--- config.mk ---
export PLATFORM = sky130hd
export DESIGN_NAME = btn_debounce
export DESIGN_NICKNAME = d
export VERILOG_FILES = /design/src/rtl/btn_debounce.sv
export SDC_FILE = /design/constraint.sdc
export NUM_CORES = 1
export LEC_CHECK = 0
export BUFFER_PORTS_ARGS = -buffer_cell sky130_fd_sc_hd__buf_2
export CAP_MARGIN = 20
export CORE_AREA = 2 2 98 100
export CTS_CLUSTER_DIAMETER = 30
export DETAILED_ROUTE_END_ITERATION = 8
export DIE_AREA = 0 0 100 102
export PLACE_DENSITY_LB_ADDON = 0.08
export SETUP_SLACK_MARGIN = 0.02
export SLEW_MARGIN = 20
export SYNTH_ARGS = -nofsm -noshare
export SYNTH_HDL_FRONTEND = slang
export SYNTH_SLANG_ARGS = --single-unit
--- constraint.sdc ---
create_clock -name clk -period 2.34 [get_ports clk]
set_input_delay 0.117 -clock clk [delete_from_list [all_inputs] [get_ports clk]]
set_output_delay 0.117 -clock clk [all_outputs]
set_load 0.02 [all_outputs]
--- src/rtl/btn_debounce.sv ---
// -----------------------------------------------------------------------------
// btn_debounce
//
// Conditions the raw push-buttons feeding the stopwatch controller. Each of
// the N channels passes through a two-flop synchronizer and a stable-time
// filter. The filtered level only flips after the synchronized input has
// disagreed with it for STABLE_CYCLES consecutive cycles. The block also
// reports every debounced press as a single command strobe carrying the index
// of the lowest-numbered channel pressed in that cycle.
//
// Parameters:
//   N             number of button channels (1..8)
//   STABLE_CYCLES consecutive disagreeing cycles needed to flip a level (>= 1)
//   CNT_W         debounce counter width, 2**CNT_W >= STABLE_CYCLES
//
// Ports:
//   clk          system clock, all logic on the rising edge
//   rst          synchronous active-high reset
//   btn          raw asynchronous button levels, 1 = pressed
//   btn_level    debounced level per channel
//   btn_press    one-cycle pulse on a debounced 0->1 transition
//   btn_release  one-cycle pulse on a debounced 1->0 transition
//   cmd_valid    one-cycle strobe, at least one press this cycle
//   cmd_idx      lowest pressed channel index; holds while cmd_valid is 0
// -----------------------------------------------------------------------------
module btn_debounce #(
   parameter int N             = 4,
   parameter int STABLE_CYCLES = 50000,
   parameter int CNT_W         = 16
) (
   input  logic         clk,
   input  logic         rst,
   input  logic [N-1:0] btn,
   output logic [N-1:0] btn_level,
   output logic [N-1:0] btn_press,
   output logic [N-1:0] btn_release,
   output logic         cmd_valid,
   output logic [2:0]   cmd_idx
);

   // Terminal count: the cycle on which the counter reaches this value while
   // still disagreeing is the STABLE_CYCLES-th consecutive disagreeing cycle.
   localparam logic [CNT_W-1:0] CNT_LAST = CNT_W'(STABLE_CYCLES - 1);

   logic [N-1:0] sync1_reg;
   logic [N-1:0] sync2_reg;
   logic [N-1:0] level_reg;
   logic [N-1:0] press_reg;
   logic [N-1:0] release_reg;

   logic [N-1:0] level_next;
   logic [N-1:0] press_next;
   logic [N-1:0] release_next;

   logic         cmd_valid_reg;
   logic         cmd_valid_next;
   logic [2:0]   cmd_idx_reg;
   logic [2:0]   cmd_idx_next;

   // Per-channel stable-time filter. The counter only runs while the
   // synchronized input disagrees with the debounced level; any agreement
   // (a bounce back) clears it, so only an unbroken run can flip the level.
   genvar gi;
   generate
      for (gi = 0; gi < N; gi++) begin : g_chan
         logic [CNT_W-1:0] cnt_reg;
         logic [CNT_W-1:0] cnt_next;
         logic             differs;
         logic             expired;

         assign differs = (sync2_reg[gi] != level_reg[gi]);
         assign expired = differs && (cnt_reg == CNT_LAST);

         // Cleared both on agreement and on the flip itself, so the counter
         // never exceeds CNT_LAST and cannot wrap.
         assign cnt_next = (differs && !expired) ? cnt_reg + CNT_W'(1) : '0;

         assign level_next[gi]   = expired ? sync2_reg[gi] : level_reg[gi];
         assign press_next[gi]   = expired &  sync2_reg[gi];
         assign release_next[gi] = expired & ~sync2_reg[gi];

         always_ff @(posedge clk) begin
            if (rst) begin
               cnt_reg <= '0;
            end else begin
               cnt_reg <= cnt_next;
            end
         end
      end
   endgenerate

   // Priority encoder over the presses being registered this cycle; scanning
   // from the top down lets the lowest index overwrite the others.
   always_comb begin
      cmd_valid_next = |press_next;
      cmd_idx_next   = cmd_idx_reg;
      for (int i = N - 1; i >= 0; i--) begin
         if (press_next[i]) begin
            cmd_idx_next = 3'(i);
         end
      end
   end

   always_ff @(posedge clk) begin
      if (rst) begin
         sync1_reg     <= '0;
         sync2_reg     <= '0;
         level_reg     <= '0;
         press_reg     <= '0;
         release_reg   <= '0;
         cmd_valid_reg <= 1'b0;
         cmd_idx_reg   <= 3'd0;
      end else begin
         sync1_reg     <= btn;
         sync2_reg     <= sync1_reg;
         level_reg     <= level_next;
         press_reg     <= press_next;
         release_reg   <= release_next;
         cmd_valid_reg <= cmd_valid_next;
         cmd_idx_reg   <= cmd_idx_next;
      end
   end

   assign btn_level   = level_reg;
   assign btn_press   = press_reg;
   assign btn_release = release_reg;
   assign cmd_valid   = cmd_valid_reg;
   assign cmd_idx     = cmd_idx_reg;

endmodule

==> impl_metrics.json, run 1 <==
{
  "critical-path-max-stage-delay_ps": 560,
  "cts_buffers": 9,
  "io_buffers": 20,
  "cts_htree_levels": 3,
  "yosys-top-cells-count": "dfxtp_1, nor2_1, xor2_1",
  "hold_viol": 0,
  "totalPowerFinal_mw": 2.490,
  "slew_headroom": 0.5245,
  "path_clk_slew_ps": 90,
  "cp.depth": 4,
  "viasPerCell": 5.202,
  "finalWorstSetupSlack_ps": 223.7,
  "p_comb_frac": 0.017,
  "rsz0062_at_grt": "no",
  "routed_wl_mm": 7.078,
  "max-vdd-ir-drop_mv": 0.3306,
  "drtIter0Drc": 67,
  "grt_pass1_wl_mm": 12.32,
  "synth_area_um2": 3637,
  "cp_num_buf_inv": 0,
  "avgSynthCellArea_um2": 9.208,
  "num-nets-final": 428,
  "hpwlAfterDp_mm": 4.822,
  "ios": 22,
  "power_frac_clock": 0.384,
  "dr.pass1.iters": 4,
  "finalSetupViolations": 0,
  "yosysSeqAreaShare": 0.4788,
  "antenna_cells": 0,
  "yosysUniqueCellTypes": 44,
  "initial_utilization": 0.3993,
  "ant_nets": 0,
  "cts.sinks": 87,
  "fin_hold_ws_ps": 190.2,
  "vias": 2778,
  "fmax_ghz": 0.4725,
  "crit_path_start": "g_chan[1].cnt_reg[4]$_SDFF_PP0_",
  "synth.top_cell.area_share": 0.4788,
  "fin_crit_sh": 0.9044,
  "crit_type": "reg -> reg",
  "ys_async_sr_fraction": 0,
  "min_path_type": "in -> reg",
  "root_buffer": "clkbuf_8",
  "area_growth_pct": 11.83,
  "grt_pass1_vias": 2561,
  "cp_top_family": "simple AND/OR/NAND/NOR gates",
  "p_seq_frac": 0.599,
  "synth-seq-cells": 87,
  "r2r_cells": 4,
  "skew_ps": 8.814,
  "num_rows": 35,
  "r2r_start": "g_chan[1].cnt_reg[4]$_SDFF_PP0_",
  "max_cap_viol_count": 0,
  "grt_max_degree": 26,
  "swShare": 0.2179,
  "largest_reg_flops": 64,
  "post_cts_resized": 0,
  "tritoncts": "built",
  "cellPowerDensity_nw_per_um2": 612.2,
  "period_minus_slack_ps": 2116,
  "die_height_um": 102,
  "slowest_stage": "or4_1",
  "dpl.cell_count": 514,
  "r2r_slack_ps": 220,
  "postCtsSetupRepairBufs": 0,
  "crit_required_ps": 2620,
  "path_cells": "or4_1, or4_4, or3b_4, a41oi_2",
  "yosys_warnings": 0,
  "synth_top_flop_cell": "dfxtp_1",
  "clock_latency_ps": 350,
  "status": "finished, final reports clean",
  "tns_ps": 0,
  "worst_slew_pin_slew_ps": 706.8,
  "overflow": 0,
  "p_switching_uw": 542.6,
  "crit_fanout": 6,
  "core_um2": 9109,
  "die_w_um": 100,
  "yosysTopAreaCell": "dfxtp_1",
  "drive_above_1_share": 0.1229,
  "grt_antenna_before_repair": 0,
  "place_ws_ps": 248.4,
  "intPower_mw": 1.948,
  "startpoint_type": "flip-flop",
  "yosysMostFrequentCell": "dfxtp_1",
  "grt_usage": 0.1510,
  "routabilityCongestion": 0.8091,
  "final_max_slew_viol_count": 0,
  "synth_nets": 405,
  "drc": 0,
  "synth_edf_count": 0,
  "p_leak_nw": 1.450,
  "wire_per_inst_um": 13.25,
  "cp-end-kind": "flip-flop",
  "cts_buffer_depth": 2,
  "crit_end": "cmd_valid$_SDFF_PP0_",
  "synthesis.instances": 395,
  "cp_data_arrival_time_ps": 2400,
  "rr_endpoint": "cmd_valid$_SDFF_PP0_",
  "layoutNonFillerInstCount": 534,
  "die_area_um2": 10200,
  "synthTopCellsByArea": "dfxtp_1, xor2_1, nor2_1"
}
-- layer usage --
metal,share of wire,track usage,vias up
li1,-,-,1415
met1,0.51,0.2025,1309
met2,0.45,0.2365,44
met3,0.027,0.03146,10
met4,0.017,0.06639,0
met5,0,0,-
-- area by class of cell --
class                      count  area [um^2]
tap                          111        138.9
inverter                       2        7.507
clock inverter                 3        17.52
multi-input combinational    286         1803
fill                         920         5041
sequential                    87         1742
timing repair buffer          32        200.2
clock buffer                  13        158.9
-- power groups by stage --
stage | Sequential [mW] | Combinational, mW | Clock [mW]
floorplan | 1.53 | 0.0268 | 0
global placement | 1.53 | 0.0382 | 0
detailed placement | 1.53 | 0.0383 | 0
CTS | 1.49 | 0.0435 | 0.995
global route | 1.49 | 0.0487 | 1.05
finish | 1.49 | 0.0423 | 0.956
-- how the worst min path moves through the flow --
stage	start	end	cells past startpoint
finish	rst	btn_level[2]$_SDFFE_PP0N_	2
global route	rst	sync2_reg[0]$_SDFF_PP0_	2
CTS	rst	btn_level[2]$_SDFFE_PP0N_	2
detailed placement	btn[3]	sync1_reg[3]$_SDFF_PP0_	2
global placement	btn[3]	sync1_reg[3]$_SDFF_PP0_	2
floorplan	rst	sync2_reg[0]$_SDFF_PP0_	1
-- metrics by stage --
stage,util,area [um^2]
floorplan,-,3637
global placement,0.4228,3851
detailed placement,0.4228,3851
CTS,0.4466,4068
global route,0.4466,4068
finish,0.4466,4068
-- cell families after synthesis --
logic type | Yosys count | share of synthesized area
buffers and inverters | 22 | 0.02546
AOI/OAI and AO/OA | 26 | 0.04335
DFF | 87 | 0.4788
and+or+nand+nor | 203 | 0.3117
muxes | 2 | 0.005504
xor gates and xnor gates | 50 | 0.1204
adders and majority gates | 4 | 0.01376
other | 1 | 0.001031
-- placed cells by master (no fill, tap or decap), types with 2 or more instances in the layout --
cell type,n
nor2b_1,10
or4bb_1,4
and3_1,11
dlygate4sd3_1,4
buf_4,8
a21oi_1,12
and4_1,9
nor4b_1,3
o21ai_0,8
nand2b_1,2
nor4_1,3
nand3_1,25
or2b_1,2
buf_2,20
nor4bb_1,2
nor2_1,60
nand4_1,18
xnor2_1,11
and2_1,3
dfxtp_1,87
ha_1,4
mux2i_1,2
or3_1,7
nand4b_1,3
clkbuf_8,11
or2_2,3
xor2_1,39
clkinv_2,2
or4_1,6
nand2_1,20
nor3_1,5
inv_1,2
clkbuf_1,2
-- repair_timing --
item / CTS / global route
setup endpoints to repair: 0 / 0
endpoints found under the hold margin: 4 / 0
hold buffers: 4 / 0
No activity file was read; power rests on OpenSTA's default activity.
==> inputs of run 2 (changes only) <==
- CELL_PAD_IN_SITES_DETAIL_PLACEMENT: not set -> 0
- CELL_PAD_IN_SITES_GLOBAL_PLACEMENT: not set -> 1
==> impl_metrics.json, run 2 (synthesis gave the netlist of run 1 again) <==
{
  "hold_end": "btn_level[0]$_SDFFE_PP0N_",
  "routabilityCongestion": 0.7232,
  "tritoncts": "built",
  "crit_fanout": 5,
  "rr_endpoint": "cmd_idx[1]$_SDFFE_PP0P_",
  "cellPowerDensity_nw_per_um2": 620.6,
  "tns_ps": 0,
  "cp_num_buf_inv": 0,
  "crit_required_ps": 2570,
  "slowest_stage": "or4_1",
  "final_cell_mix": "dfxtp_1, nor2_1, xor2_1, nand3_1",
  "r2r_cells": 4,
  "die_w_um": 100,
  "layoutNonFillerInstCount": 535,
  "die_height_um": 102,
  "routed_wl_mm": 7.019,
  "cts_buffer_depth": 2,
  "grt_pass1_wl_mm": 12.23,
  "cp-end-kind": "flip-flop",
  "fmax_ghz": 0.4700,
  "finalSetupViolations": 0,
  "totalPowerFinal_mw": 2.539,
  "grt_max_degree": 26,
  "root_buffer": "clkbuf_8",
  "initial_utilization": 0.3993,
  "vias": 2728,
  "io_buffers": 20,
  "p_comb_frac": 0.016,
  "grt_antenna_before_repair": 0,
  "fin_area_um2": 4091,
  "max_cap_viol_count": 0,
  "startpoint_type": "flip-flop",
  "final_max_slew_viol_count": 0,
  "min_path_type": "in -> reg",
  "cp_top_family": "simple AND/OR/NAND/NOR gates",
  "area_growth_pct": 12.49,
  "skew_ps": 14.80,
  "overflow": 0,
  "power_frac_clock": 0.396,
  "fin_crit_sh": 0.9093,
  "period_minus_slack_ps": 2128,
  "status": "finished, final reports clean",
  "drtIter0Drc": 77,
  "clock_latency_ps": 350,
  "cts.sinks": 87,
  "swShare": 0.2198,
  "placed_area_um2": 3859,
  "final_common_cell": "dfxtp_1",
  "hpwlAfterDp_mm": 4.840,
  "rsz0062_at_grt": "no",
  "critical-path-max-stage-delay_ps": 630,
  "viasPerCell": 5.099,
  "min-delay-start": "rst",
  "r2r_slack_ps": 210,
  "wire_per_inst_um": 13.12,
  "dpl.cell_count": 515,
  "place_ws_ps": 223.8,
  "finalWorstSetupSlack_ps": 212.2,
  "num-nets-final": 429,
  "crit_path_start": "g_chan[0].cnt_reg[11]$_SDFF_PP0_",
  "num_rows": 35,
  "cts_buffers": 9,
  "ant_nets": 0,
  "cts_htree_levels": 3,
  "hold_viol": 0,
  "path_clk_slew_ps": 90,
  "max-vdd-ir-drop_mv": 0.3147,
  "r2r_start": "g_chan[0].cnt_reg[11]$_SDFF_PP0_",
  "p_leak_nw": 1.470,
  "grt_usage": 0.1513,
  "core_um2": 9109,
  "grt_pass1_vias": 2540,
  "worstHoldPathCells": 2,
  "drc": 0,
  "fill_cells": 915,
  "cp_data_arrival_time_ps": 2360,
  "crit_path_frequent_cell": "or4_1",
  "largest_reg_flops": 64,
  "path_cells": "or4_1, or4_1, or2_2, o2111a_1",
  "drive_above_1_share": 0.1297,
  "intPower_mw": 1.981,
  "p_switching_uw": 558.1,
  "dr.pass1.iters": 4,
  "ios": 22,
  "crit_type": "reg -> reg",
  "p_seq_frac": 0.588,
  "die_area_um2": 10200,
  "antenna_cells": 0
}
## run 2: cell count changes in the layout (fill, tap and decap cells not counted), sizes merged
cell / change
clkinv: +1
buf: +1
clkinvlp: -1
clkbuf: -1
inv: +1
## run 2: cell type report
type | instances | area (um^2) | share of cell area
Multi-Input combinational cell | 286 | 1803 | 0.4407
Sequential cell | 87 | 1742 | 0.4257
Timing Repair Buffer | 33 | 207.7 | 0.05076
Clock buffer | 12 | 165.2 | 0.04037
Tap cell | 111 | 138.9 | 0.03394
Clock inverter | 4 | 27.53 | 0.006728
Inverter | 2 | 7.507 | 0.001835
## run 2: worst max path at each step
| stage | to | slack [ps] | cells after the start |
|---|---|---|---|
| 5_1_grt | cmd_idx[1]$_SDFFE_PP0P_ | 110 | 4 |
| 2_1_floorplan | cmd_valid$_SDFF_PP0_ | 320 | 4 |
| 3_3_place_gp | cmd_idx[1]$_SDFFE_PP0P_ | 260 | 4 |
| 4_1_cts | cmd_idx[1]$_SDFFE_PP0P_ | 190 | 4 |
| 6_report | cmd_idx[1]$_SDFFE_PP0P_ | 210 | 4 |
| 3_5_place_dp | cmd_idx[1]$_SDFFE_PP0P_ | 220 | 4 |
## run 2: power by group through the flow
stage | logic, mW | clock network (mW) | registers (mW)
floorplan | 0.0268 | 0 | 1.53
detailed placement | 0.0378 | 0 | 1.53
global placement | 0.0378 | 0 | 1.53
finish | 0.0418 | 1.00 | 1.49
global route | 0.0478 | 1.12 | 1.49
CTS | 0.0428 | 1.06 | 1.49
## run 2: layer usage
metal,vias to the layer above,GRT usage,part of all wire
li1,1426,-,-
met1,1249,0.2097,0.53
met2,45,0.2261,0.42
met3,8,0.04993,0.042
met4,0,0.04426,0.012
met5,-,0,0
## run 2: what timing repair did
item	in CTS	in global routing
endpoints found under the hold margin	4	0
resized for setup	0	0
buffers inserted	0	0
hold buffers	4	0
endpoints found under the setup margin	0	0
## run 2: stage by stage
| step | hold WS (ps) | util |
|---|---|---|
| final | 208.4 | 0.4492 |
| after global routing | 202.7 | 0.4492 |
| after CTS | 186.8 | 0.4492 |
| after detailed placement | 328.7 | 0.4236 |
| after global placement | 334.7 | 0.4236 |
| after floorplan | 188.6 | - |
==> inputs of run 3 (changes only) <==
- clock period: 2.34 -> 2.1 ns (I/O delays scaled with it)
==> impl_metrics.json, run 3 (synthesis gave the netlist of run 1 again) <==
{
  "status": "finished, final reports clean",
  "final_max_slew_viol_count": 0,
  "grt_antenna_before_repair": 0,
  "max_cap_viol_count": 0,
  "cp_data_arrival_time_ps": 2280,
  "slowest_stage": "or4_1",
  "grt_pass1_vias": 2569,
  "fmax_ghz": 0.4955,
  "fin_crit_sh": 0.9610,
  "cp_top_family": "simple AND/OR/NAND/NOR gates",
  "cts_buffer_depth": 2,
  "period_minus_slack_ps": 2018,
  "max-vdd-ir-drop_mv": 0.3355,
  "dpl.cell_count": 527,
  "cp_num_buf_inv": 0,
  "root_buffer": "clkbuf_8",
  "r2r_start": "g_chan[1].cnt_reg[7]$_SDFF_PP0_",
  "hold_end": "btn_press[1]$_SDFF_PP0_",
  "antenna_cells": 0,
  "cp-end-kind": "flip-flop",
  "grt_max_degree": 26,
  "intPower_mw": 2.136,
  "vias": 2765,
  "crit_fanout": 3,
  "p_seq_frac": 0.607,
  "fin_hold_ws_ps": 192.2,
  "final_common_cell": "dfxtp_1",
  "viasPerCell": 5.055,
  "crit_required_ps": 2370,
  "largest_reg_flops": 64,
  "grt_pass1_wl_mm": 11.86,
  "num_rows": 35,
  "routabilityCongestion": 0.7426,
  "grt_usage": 0.1449,
  "initial_utilization": 0.3993,
  "die_w_um": 100,
  "path_clk_slew_ps": 80,
  "die_area_um2": 10200,
  "clock_latency_ps": 340,
  "hpwlAfterDp_mm": 4.944,
  "tritoncts": "built",
  "cts_buffers": 9,
  "routed_wl_mm": 7.109,
  "r2r_slack_ps": 80,
  "cts.sinks": 87,
  "drtIter0Drc": 51,
  "crit_type": "reg -> reg",
  "ios": 22,
  "power_frac_clock": 0.375,
  "die_height_um": 102,
  "area_growth_pct": 15.38,
  "min-delay-start": "rst",
  "worstHoldPathCells": 2,
  "p_switching_uw": 604.9,
  "final_cell_mix": "dfxtp_1, nor2_1, xor2_1, nand3_1",
  "p_leak_nw": 1.526,
  "ant_nets": 0,
  "rr_endpoint": "cmd_valid$_SDFF_PP0_",
  "core_um2": 9109,
  "hold_viol": 0,
  "skew_ps": 8.262,
  "totalPowerFinal_mw": 2.741,
  "finalSetupViolations": 0,
  "wire_per_inst_um": 13.00,
  "tns_ps": 0,
  "swShare": 0.2206,
  "cts_htree_levels": 3,
  "drc": 0,
  "startpoint_type": "flip-flop",
  "critical-path-max-stage-delay_ps": 520,
  "io_buffers": 20,
  "num-nets-final": 442,
  "drive_above_1_share": 0.1537,
  "cellPowerDensity_nw_per_um2": 653.2,
  "layoutNonFillerInstCount": 547,
  "rsz0062_at_grt": "no",
  "dr.pass1.iters": 4,
  "p_comb_frac": 0.019,
  "path_cells": "or4_1, or4_4, or3b_4, a41oi_2",
  "min_path_type": "in -> reg",
  "r2r_cells": 4,
  "overflow": 0
}
==> run 3: area by class of cell <==
cell class	count	area [um^2]
Timing Repair Buffer	46	330.3
Clock inverter	3	20.02
Fill cell	922	4912
Multi-Input combinational cell	286	1813
Inverter	2	7.507
Sequential cell	87	1742
Tap cell	111	138.9
Clock buffer	12	145.1
==> run 3: stage by stage <==
stage,utilization,worst slack (ps),instance area (um^2)
floorplan,-,79.57,3637
global placement,0.4363,31.19,3974
detailed placement,0.4363,18.10,3974
CTS,0.4592,48.61,4183
global route,0.4607,21.75,4197
finish,0.4607,81.91,4197
==> run 3: worst max path at each step <==
stage                                     startpoint                 endpoint  slack [ps]  cells after the start
floorplan            g_chan[1].cnt_reg[4]$_SDFF_PP0_     cmd_valid$_SDFF_PP0_          80                      4
global placement    g_chan[0].cnt_reg[13]$_SDFF_PP0_  cmd_idx[1]$_SDFFE_PP0P_          30                      4
detailed placement  g_chan[0].cnt_reg[13]$_SDFF_PP0_  cmd_idx[1]$_SDFFE_PP0P_          20                      4
CTS                 g_chan[3].cnt_reg[14]$_SDFF_PP0_     cmd_valid$_SDFF_PP0_          50                      4
global route         g_chan[1].cnt_reg[7]$_SDFF_PP0_     cmd_valid$_SDFF_PP0_          20                      4
finish               g_chan[1].cnt_reg[7]$_SDFF_PP0_     cmd_valid$_SDFF_PP0_          80                      4
==> run 3: what timing repair did <==
| item | 4_1_cts | 5_1_grt |
|---|---|---|
| pin swaps | 0 | 1 |
| endpoints found under the hold margin | 4 | 0 |
| endpoints found under the setup margin | 2 | 2 |
| buffers inserted | 0 | 1 |
| hold buffers | 4 | 0 |
| resized for setup | 1 | 2 |
==> run 3: power groups by stage <==
stage / sequential (mW) / clock (mW) / combinational, mW
floorplan: 1.70 / 0 / 0.0298
global placement: 1.70 / 0 / 0.0461
detailed placement: 1.70 / 0 / 0.0462
CTS: 1.66 / 1.08 / 0.0520
global route: 1.66 / 1.14 / 0.0566
finish: 1.66 / 1.03 / 0.0512
==> run 3: routing by layer <==
layer / track usage / share of wire
met4: 0.03161 / 0.0053
met2: 0.2261 / 0.43
met5: 0 / 0
met3: 0.04925 / 0.037
met1: 0.1963 / 0.53
